[src/rtl/uart_defs_pkg.sv]
// Shared definitions for the UART transmit path: state encodings, data width
// and a width helper for counters.
// Optional parity support is selected with the UART_TX_PARITY_EN macro.
package uart_defs_pkg;

  localparam int DATA_BITS = 8;

  typedef enum logic [2:0] {
    S_TX_IDLE,
    S_TX_START,
    S_TX_DATA,
    S_TX_PARITY,
    S_TX_STOP
  } tx_state_t;

  // Ceiling log2, never narrower than one bit so counters always exist.
  function automatic int clog2_min1(input int value);
    int width;
    width = 0;
    while ((1 << width) < value) width++;
    return (width < 1) ? 1 : width;
  endfunction

endpackage

[src/rtl/baud_tick_gen.sv]
// Bit-period timer: emits a one-cycle tick on the last cycle of every
// CLKS_PER_BIT-cycle bit period. A synchronous restart realigns the period
// to the acceptance of a new frame.
module baud_tick_gen
  import uart_defs_pkg::*;
#(
  parameter int CLKS_PER_BIT = 10
) (
  input  logic clk,
  input  logic reset,
  input  logic restart,
  output logic tick
);

  localparam int CW = clog2_min1(CLKS_PER_BIT);
  localparam logic [CW-1:0] LAST_COUNT = CW'(CLKS_PER_BIT - 1);

  logic [CW-1:0] count;

  // Count 0..CLKS_PER_BIT-1, wrapping at each bit boundary or on restart.
  always_ff @(posedge clk or negedge reset) begin
    if (!reset) begin
      count <= '0;
    end else if (restart || (count == LAST_COUNT)) begin
      count <= '0;
    end else begin
      count <= count + 1'b1;
    end
  end

  assign tick = (count == LAST_COUNT);

endmodule

[src/rtl/uart_tx_serializer.sv]
// UART transmit engine: accepts one byte per request while idle and sends it
// LSB-first as an 8N1/8N2 frame (8E1/8E2 when UART_TX_PARITY_EN is defined).
// All outputs come straight from flops so the line never glitches.
module uart_tx_serializer
  import uart_defs_pkg::*;
#(
  parameter int CLK_FREQ  = 50000000,
  parameter int BAUD      = 9600,
  parameter int STOP_BITS = 1
) (
  input  logic       clk,
  input  logic       reset,
  input  logic       transmit,
  input  logic [7:0] tx_byte,
  output logic       tx,
  output logic       is_transmitting,
  output logic       tx_done
);

  localparam int CLKS_PER_BIT = CLK_FREQ / BAUD;
  localparam int BW = clog2_min1(DATA_BITS);
  localparam logic [BW-1:0] LAST_DATA = BW'(DATA_BITS - 1);
  localparam logic [BW-1:0] LAST_STOP = BW'(STOP_BITS - 1);

  generate
    if (CLKS_PER_BIT < 2) begin : g_bad_clks_per_bit
      $error("uart_tx_serializer: CLK_FREQ/BAUD must be at least 2");
    end
    if ((STOP_BITS != 1) && (STOP_BITS != 2)) begin : g_bad_stop_bits
      $error("uart_tx_serializer: STOP_BITS must be 1 or 2");
    end
  endgenerate

  tx_state_t            state;
  logic [DATA_BITS-1:0] shift_reg;
  logic [BW-1:0]        bit_cnt;
  logic                 tick;
  logic                 accept;
`ifdef UART_TX_PARITY_EN
  logic                 parity_bit;
`endif

  assign accept = (state == S_TX_IDLE) && transmit;

  baud_tick_gen #(
    .CLKS_PER_BIT(CLKS_PER_BIT)
  ) u_baud_tick_gen (
    .clk    (clk),
    .reset  (reset),
    .restart(accept),
    .tick   (tick)
  );

  // Frame sequencer: each state's bit goes onto tx at the edge that enters it.
  always_ff @(posedge clk or negedge reset) begin
    if (!reset) begin
      state           <= S_TX_IDLE;
      shift_reg       <= '0;
      bit_cnt         <= '0;
      tx              <= 1'b1;
      is_transmitting <= 1'b0;
      tx_done         <= 1'b0;
`ifdef UART_TX_PARITY_EN
      parity_bit      <= 1'b0;
`endif
    end else begin
      tx_done <= 1'b0;
      case (state)
        S_TX_IDLE: begin
          tx <= 1'b1;
          if (transmit) begin
            shift_reg       <= tx_byte;
            bit_cnt         <= '0;
            tx              <= 1'b0;
            is_transmitting <= 1'b1;
            state           <= S_TX_START;
`ifdef UART_TX_PARITY_EN
            parity_bit      <= ^tx_byte;
`endif
          end
        end
        S_TX_START: begin
          if (tick) begin
            tx        <= shift_reg[0];
            shift_reg <= shift_reg >> 1;
            bit_cnt   <= '0;
            state     <= S_TX_DATA;
          end
        end
        S_TX_DATA: begin
          if (tick) begin
            if (bit_cnt == LAST_DATA) begin
              bit_cnt <= '0;
`ifdef UART_TX_PARITY_EN
              tx      <= parity_bit;
              state   <= S_TX_PARITY;
`else
              tx      <= 1'b1;
              state   <= S_TX_STOP;
`endif
            end else begin
              tx        <= shift_reg[0];
              shift_reg <= shift_reg >> 1;
              bit_cnt   <= bit_cnt + 1'b1;
            end
          end
        end
`ifdef UART_TX_PARITY_EN
        S_TX_PARITY: begin
          if (tick) begin
            tx    <= 1'b1;
            state <= S_TX_STOP;
          end
        end
`endif
        S_TX_STOP: begin
          if (tick) begin
            if (bit_cnt == LAST_STOP) begin
              bit_cnt         <= '0;
              is_transmitting <= 1'b0;
              tx_done         <= 1'b1;
              state           <= S_TX_IDLE;
            end else begin
              bit_cnt <= bit_cnt + 1'b1;
            end
          end
        end
        default: begin
          tx              <= 1'b1;
          is_transmitting <= 1'b0;
          bit_cnt         <= '0;
          state           <= S_TX_IDLE;
        end
      endcase
    end
  end

endmodule

[config.mk]
export PLATFORM = sky130hd
export DESIGN_NAME = uart_tx_serializer
export DESIGN_NICKNAME = d
export VERILOG_FILES = /design/src/rtl/uart_defs_pkg.sv /design/src/rtl/baud_tick_gen.sv /design/src/rtl/uart_tx_serializer.sv
export SDC_FILE = /design/constraint.sdc
export NUM_CORES = 1
export LEC_CHECK = 0
export ABC_CLOCK_PERIOD_IN_PS = 2350
export BUFFER_PORTS_ARGS = -buffer_cell sky130_fd_sc_hd__buf_4
export CAP_MARGIN = 10
export CORE_ASPECT_RATIO = 0.8
export CORE_MARGIN = 1
export CORE_UTILIZATION = 50
export CTS_BUF_LIST = sky130_fd_sc_hd__clkbuf_8
export CTS_CLUSTER_SIZE = 12
export DETAILED_ROUTE_END_ITERATION = 10
export GPL_TIMING_DRIVEN = 1
export PLACE_DENSITY = 0.69
export RECOVER_POWER = 25
export SETUP_SLACK_MARGIN = 0.2
export SLEW_MARGIN = 20
export SYNTH_ARGS = -nofsm -noshare
export SYNTH_HDL_FRONTEND = slang
export SYNTH_SLANG_ARGS = --single-unit
[constraint.sdc]
create_clock -name clk -period 2.35 [get_ports clk]
set_input_delay 0 -clock clk [delete_from_list [all_inputs] [get_ports clk]]
set_output_delay 0 -clock clk [all_outputs]
set_load 0.02 [all_outputs]
==> results of run 1 <==
-- power by group --
| group | leakage (nW) | internal (mW) | switching [mW] |
|---|---|---|---|
| clock network | 0.0524 | 0.231 | 0.191 |
| registers | 0.386 | 0.673 | 0.124 |
| logic | 0.396 | 0.507 | 0.392 |
| total | 0.835 | 1.41 | 0.708 |
-- critical path: cells and delay by family, from the launching register on --
family	cells	cell delay (ns)
flops	1	0.48
simple gates	2	0.53
buf+inv	1	0.19
mux	1	0.38
compound gates	1	0.32
-- repair_timing --
action	in CTS	in global routing
hold buffers	1	0
setup endpoints to repair	0	8
resized for setup	0	0
endpoints found under the hold margin	30	0
setup buffers	0	1
-- final cells by class --
class | count | area (um2)
Fill cell | 259 | 1210
Multi-Input combinational cell | 113 | 857
Sequential cell | 30 | 752
Timing Repair Buffer | 19 | 154
Clock buffer | 6 | 82.6
Tap cell | 40 | 50.0
Inverter | 5 | 18.8
Clock inverter | 2 | 8.76
-- cell families (layout without fill, tap and decap cells) --
kind of cell,after synthesis,in the layout
AND/OR/NAND/NOR,59,59
flip-flops,30,30
buffers and inverters,12,32
AO/OA/AOI/OAI,21,21
adder cells (fa/ha/maj),5,5
multiplexers,18,18
XOR/XNOR,10,10
-- metrics by stage --
| step | cell area, um2 | std cells | hold slack, ns | setup slack [ns] | total power [mW] |
|---|---|---|---|---|---|
| floorplan | 1670 | 155 | -0.296 | 0.408 | 1.45 |
| global placement | 1810 | 205 | -0.0541 | 0.353 | 1.61 |
| detailed placement | 1810 | 205 | -0.0473 | 0.260 | 1.67 |
| CTS | 1910 | 214 | 0.0644 | 0.255 | 2.10 |
| global route | 1920 | 215 | 0.0714 | 0.226 | 2.27 |
| finish | 1920 | 215 | 0.0737 | 0.325 | 2.12 |
-- routing by layer --
metal | part of all wire, % | vias to the layer above | GRT usage, %
met3 | 4.3 | 5 | 7.84
met1 | 47 | 604 | 26.0
met2 | 47 | 21 | 30.1
li1 | - | 593 | -
met4 | 1.4 | 0 | 9.22
met5 | 0 | - | 0
-- layout by cell type (no fill, tap or decap), drive strengths merged, types with 2 or more instances in the layout --
| master | netlist | routed |
|---|---|---|
| dfrtp | 29 | 29 |
| buf | 2 | 17 |
| nor2b | 2 | 2 |
| nand4 | 4 | 4 |
| and3 | 5 | 5 |
| clkbuf | 5 | 7 |
| ha | 4 | 4 |
| nor3 | 4 | 4 |
| a21oi | 7 | 7 |
| mux2 | 16 | 16 |
| xor2 | 2 | 2 |
| nor2 | 16 | 16 |
| xnor2 | 8 | 8 |
| a31o | 2 | 2 |
| nor4b | 3 | 3 |
| and2 | 2 | 2 |
| o21ai | 3 | 3 |
| nor4 | 3 | 3 |
| inv | 5 | 6 |
| mux2i | 2 | 2 |
| nand2 | 7 | 7 |
| nand3 | 6 | 6 |
| a221oi | 2 | 2 |
| nand2b | 3 | 3 |
-- worst paths after layout --
kind,startpoint,depth (start not counted),end
worst min-delay path,tx_byte[6],3,shift_reg[6]
min in group asynchronous,reset,2,is_transmitting
worst min register to register,u_baud_tick_gen.count[0],1,u_baud_tick_gen.count[0]
worst max register to register,u_baud_tick_gen.count[7],5,bit_cnt[2]
max in group asynchronous,reset,2,u_baud_tick_gen.count[6]
worst max-delay path,u_baud_tick_gen.count[7],5,bit_cnt[2]
==> impl_metrics.toml, run 1 <==
[timing]
fin_setup_tns_ns = 0
worst_clock_skew_ns = 0.00529
fin_crit_ns = 2.03
setup_violations = 0
report.final.slew_viol_count = 31
period_share_pct = 86.2
worst_pin_slew_ns = 1.61
fmax_mhz = 494
rsz0062_at_grt = "false"
hold_viol = 0
slew_headroom_pct = -7.64

[die]
die_w_um = 66.5
die_h_um = 53.6
die_area_mm2 = 0.00357
coreArea_mm2 = 0.00313
initial_core_util_pct = 53.2
std_cell_rows = 18
design.portCount = 14

[cells_and_area]
final_util_pct = 61.4
syn_to_final_growth_pct = 15.5
antenna_cells = 0
largest_reg_flops = 13
nNetsFinal = 189
drive_gt1_share_pct = 29.1

[critical_path]
cp-end-kind = "register"
crit_arrival_ns = 2.20
crit_required_ns = 2.52
reg2reg_slack_ns = 0.32
max_stage_delay_ns = 0.48
critPathMaxFanout = 7
slowest_stage = "dfrtp_1"
start_kind = "register"
worstSetupPathType = "register to register"
path_cells = "nor4b_4 -> nand3_2 -> buf_4 -> a21oi_1 -> mux2_2"

[clock_tree]
cts_tree = "done"
worstSkewPairLatency_ns = 0.28
root_buffer = "clkbuf_8"
path_clk_slew_ns = 0.07
cts_sinks = 30
clock_path_buffers = 2
htree_levels = 2
cts_buffers = 5

[grt]
antenna_found_initial = 0
grt_remaining_overflow = 0
grt_pass1_vias = 1106
grt_max_degree = 31
grt_pass1_wl_um = 5040
grt.total_usage_pct = 20.2

[power]
p_leak_nw = 0.835
cellPowerDensity_mw_per_mm2 = 1100
ir_drop_mv = 0.737

[synth]
muxShareOfSynthArea_pct = 12.0
yosysUniqueCellTypes = 43
syn_area_mm2 = 0.00167
synth_edf_count = 0
synth_top_cell_area_share_pct = 43.6
synth.largest_area_cell = "dfrtp_1"
synth_xor_area_share_pct = 5.26
async_flop_share_pct = 100
synth_compound_area_share_pct = 9.62
synth-simple-area-share_pct = 21.0
synth_flop_cell = "dfrtp_1"
yosys.area_share.adder_pct = 3.61
synthTopCellsByArea = "dfrtp_1 (44%), mux2_2 (11%), xnor2_1 (4.2%)"
syn_inst = 155
synth_nets = 170
yosys_register_bits = 30
synth_top_family_by_area = "simple AND/OR/NAND/NOR gates"
synth_warnings = 0
post-synth-top-count-cell = "dfrtp_1"
synth_commonest_cells = "dfrtp_1 (29), mux2_2 (16), nor2_1 (16)"
seq_area_frac_synth_pct = 45.2
avgSynthCellArea_um2 = 10.7

[drt]
via_per_inst = 5.69
dr.pass1.iters = 4
route.detailed.drc = 0
routed_wirelength_um = 3100
vias = 1223
drt_first_iter_violations = 81
ant_nets = 0
wire_per_inst_um = 14.4

[status]
violations = "max-capacitance violations, max-slew violations"
status = "complete, but fails checks"

[flow_run]
max_cap_viol_count = 1

[place]
hpwl_um = 2250
io_buffers = 13
place.gp.congestion = 0.798

[min_path]
hold_path.class = "primary input to register"
No activity file was read; power rests on OpenSTA's default activity.
==> run 2, diff against run 1 <==
--- a/config.mk
+++ b/config.mk
@@ -5,6 +5,7 @@
 export SDC_FILE = /design/constraint.sdc
 export NUM_CORES = 1
 export LEC_CHECK = 0
+export ABC_AREA = 1
 export ABC_CLOCK_PERIOD_IN_PS = 2350
 export BUFFER_PORTS_ARGS = -buffer_cell sky130_fd_sc_hd__buf_4
 export CAP_MARGIN = 10
@@ -18,7 +19,7 @@
 export PLACE_DENSITY = 0.69
 export RECOVER_POWER = 25
 export SETUP_SLACK_MARGIN = 0.2
-export SLEW_MARGIN = 20
+export SLEW_MARGIN = 15
 export SYNTH_ARGS = -nofsm -noshare
 export SYNTH_HDL_FRONTEND = slang
 export SYNTH_SLANG_ARGS = --single-unit
==> run 2 against run 1 <==
  * Highest routed layer unchanged
  * Largest power group unchanged
  * Combinational power is 19% higher
  * Hold slack better by 0.024 ns
  * Clock-buffer cell count stayed put
  * The flow still finishes with violations (max-capacitance violations, max-slew violations)
  * Sequential power hardly changed
  * Cell area is 0.65% lower
  * First-iteration DRC count is 9.9% lower
  * Critical endpoint unchanged
  * Global-route usage is 1.0 points higher
  * Sequential share of layout area is 0.26 points higher
  * Critical path depth is 3 higher
  * Maximum frequency is 9.9% higher
  * Total power is 12% higher
  * Clock skew is 0.0011 ns higher
==> impl_metrics.toml, run 2 <==
[cells_and_area]
largest_reg_flops = 13
drive_gt1_share_pct = 13.2
finish.instance_area_mm2 = 0.00191
final_util_pct = 61.5
layout_commonest_cell = "nand2_1"
antenna_cells = 0
final_cell_mix = "nand2_1 (61), dfrtp_1 (29), inv_1 (25), nand3_1 (25), nor2_1 (19)"
nNetsFinal = 249
final_cells = 274
fillers = 273
syn_to_final_growth_pct = 16.0

[power]
cellPowerDensity_mw_per_mm2 = 1250
combPwrFrac_pct = 44.9
p_switching_uw = 995
power_frac_seq_pct = 33.4
clock_power_share_pct = 21.7
p_leak_nw = 0.993
power.internal_mw = 1.39
ir_drop_mv = 0.641
switching_share_pct = 41.8

[drt]
dr.pass1.iters = 4
wire_per_inst_um = 12.3
via_per_inst = 5.22
vias = 1430
routed_wirelength_um = 3370
ant_nets = 0
route.detailed.drc = 0
drt_first_iter_violations = 73

[synth]
async_flop_share_pct = 100
synth_commonest_cells = "nand2_1 (62), dfrtp_1 (29), inv_1 (25), nand3_1 (25), nor2_1 (19)"
syn_inst = 215
synth_warnings = 0
yosys_register_bits = 30
seq_area_frac_synth_pct = 45.7
avgSynthCellArea_um2 = 7.66
synth_edf_count = 0
synthTopCellsByArea = "dfrtp_1 (44%), nand2_1 (14%), nand3_1 (7.6%)"
yosysUniqueCellTypes = 25
post-synth-top-count-cell = "nand2_1"
synth_nets = 230
synth_flop_cell = "dfrtp_1"
synth.largest_area_cell = "dfrtp_1"
syn_area_mm2 = 0.00165
synth_top_cell_area_share_pct = 44.1

[timing]
fin_crit_ns = 1.84
fmax_mhz = 543
worst_clock_skew_ns = 0.00635
holdWs_ns = 0.0973
worst_pin_slew_ns = 1.58
hold_viol = 0
slew_headroom_pct = -5.33
period_share_pct = 78.4
rsz0062_at_grt = "false"
setup_violations = 0
report.final.slew_viol_count = 31
fin_setup_tns_ns = 0

[clock_tree]
cts_tree = "done"
htree_levels = 2
clock_path_buffers = 2
cts_sinks = 30
cts_setup_buffers = 0
cts_buffers = 5
path_clk_slew_ns = 0.06
worstSkewPairLatency_ns = 0.27
root_buffer = "clkbuf_8"

[min_path]
hold_path.class = "primary input to register"
min_path_cells = 5

[critical_path]
slowest_stage = "dfrtp_1"
worstSetupPathType = "register to register"
path_cells = "inv_1 -> nand3_2 -> nand2_2 -> nand2_2 -> inv_1 -> nor2_4 -> nand2_1 -> o21ai_0"
cpLargestDelayFamily = "simple AND/OR/NAND/NOR gates"
start_kind = "register"
crit_arrival_ns = 1.99
critPathMaxFanout = 13
path_buf_inv = 2
rr_worst_depth = 8
crit_required_ns = 2.50
cp-end-kind = "register"
max_stage_delay_ns = 0.40
cp_num_cells = 8

[grt]
grt_pass1_vias = 1251
grt_remaining_overflow = 0
antenna_found_initial = 0
grt_pass1_wl_um = 5530
grt.total_usage_pct = 21.2
grt_max_degree = 31

[die]
coreArea_mm2 = 0.00311
die_area_mm2 = 0.00353
std_cell_rows = 18
die_h_um = 53.3
initial_core_util_pct = 53.0
design.portCount = 14
die_w_um = 66.2

[status]
violations = "max-capacitance violations, max-slew violations"
status = "complete, but fails checks"

[place]
place_area_mm2 = 0.00178
io_buffers = 13
place.gp.congestion = 0.840
hpwl_um = 2430
place_inst = 265

[flow_run]
max_cap_viol_count = 1
## run 2: changes by cell type after synthesis, moves of 5 or more
cell	previous run	this run
xnor2_1	8	0
clkbuf_1	5	0
nand3_1	5	25
nand2_1	7	62
mux2_2	16	0
inv_1	5	25
o21ai_0	3	9
## run 2: layer usage
layer  global-route usage (%)  vias up  share of wire [%]
met3                     5.82        2                6.2
met1                     30.2      646                 50
met5                        0        -                  0
met4                     7.09        0               0.56
met2                     30.8       55                 44
li1                         -      727                  -
## run 2: tightest hold or removal path: stages
cell     delay [ns]
buf_4          0.08
nand3_1        0.07
nand2_1        0.06
nand3_1        0.07
nand2_1        0.06
## run 2: path summary, 6_finish.rpt
check	from	to	slack (ns)
max reg2reg	state[0]	bit_cnt[2]	0.51
min in group asynchronous	reset	u_baud_tick_gen.count[7]	0.66
max in group asynchronous	reset	shift_reg[2]	0.78
min reg2reg	u_baud_tick_gen.count[0]	u_baud_tick_gen.count[0]	0.46
max	state[0]	bit_cnt[2]	0.51
min	tx_byte[1]	shift_reg[1]	0.1
## run 2: through the flow
stage	total power, mW	worst slack [ns]
6_report	2.38	0.508
2_1_floorplan	1.61	0.845
5_1_grt	2.56	0.356
4_1_cts	2.38	0.422
3_5_place_dp	1.86	0.433
3_3_place_gp	1.81	0.561
## run 2: logic make-up (layout without fill, tap and decap cells)
family / after synthesis / count (layout) / share of synthesized area (%)
simple gates: 129 / 129 / 36.6
buf+inv: 31 / 50 / 7.52
flops: 30 / 30 / 45.7
compound gates: 18 / 18 / 5.62
fa+ha+maj: 4 / 4 / 3.04
xor+xnor: 3 / 3 / 1.60
## run 2: final cells by class
type / instances / area [um2] / share of cell area (%)
multi-input cells: 154 / 773 / 40.5
flip-flops and latches: 30 / 752 / 39.4
repair buffers: 16 / 121 / 6.35
inverters: 27 / 101 / 5.30
clock buffers: 6 / 82.6 / 4.32
well taps: 40 / 50.0 / 2.62
clock inverters: 1 / 30.0 / 1.57
## run 2: power groups by stage
stage | Combinational (mW) | Clock, mW | Sequential (mW)
after floorplan | 0.817 | 0 | 0.797
after global placement | 1.02 | 0 | 0.795
after detailed placement | 1.05 | 0 | 0.803
after CTS | 1.06 | 0.526 | 0.793
after global routing | 1.21 | 0.545 | 0.807
final | 1.07 | 0.517 | 0.795
## run 2: repair_timing
action / 4_1_cts / 5_1_grt
resized for setup: 0 / 1
hold endpoints to repair: 31 / 0
setup endpoints to repair: 0 / 1
hold buffers: 2 / 0
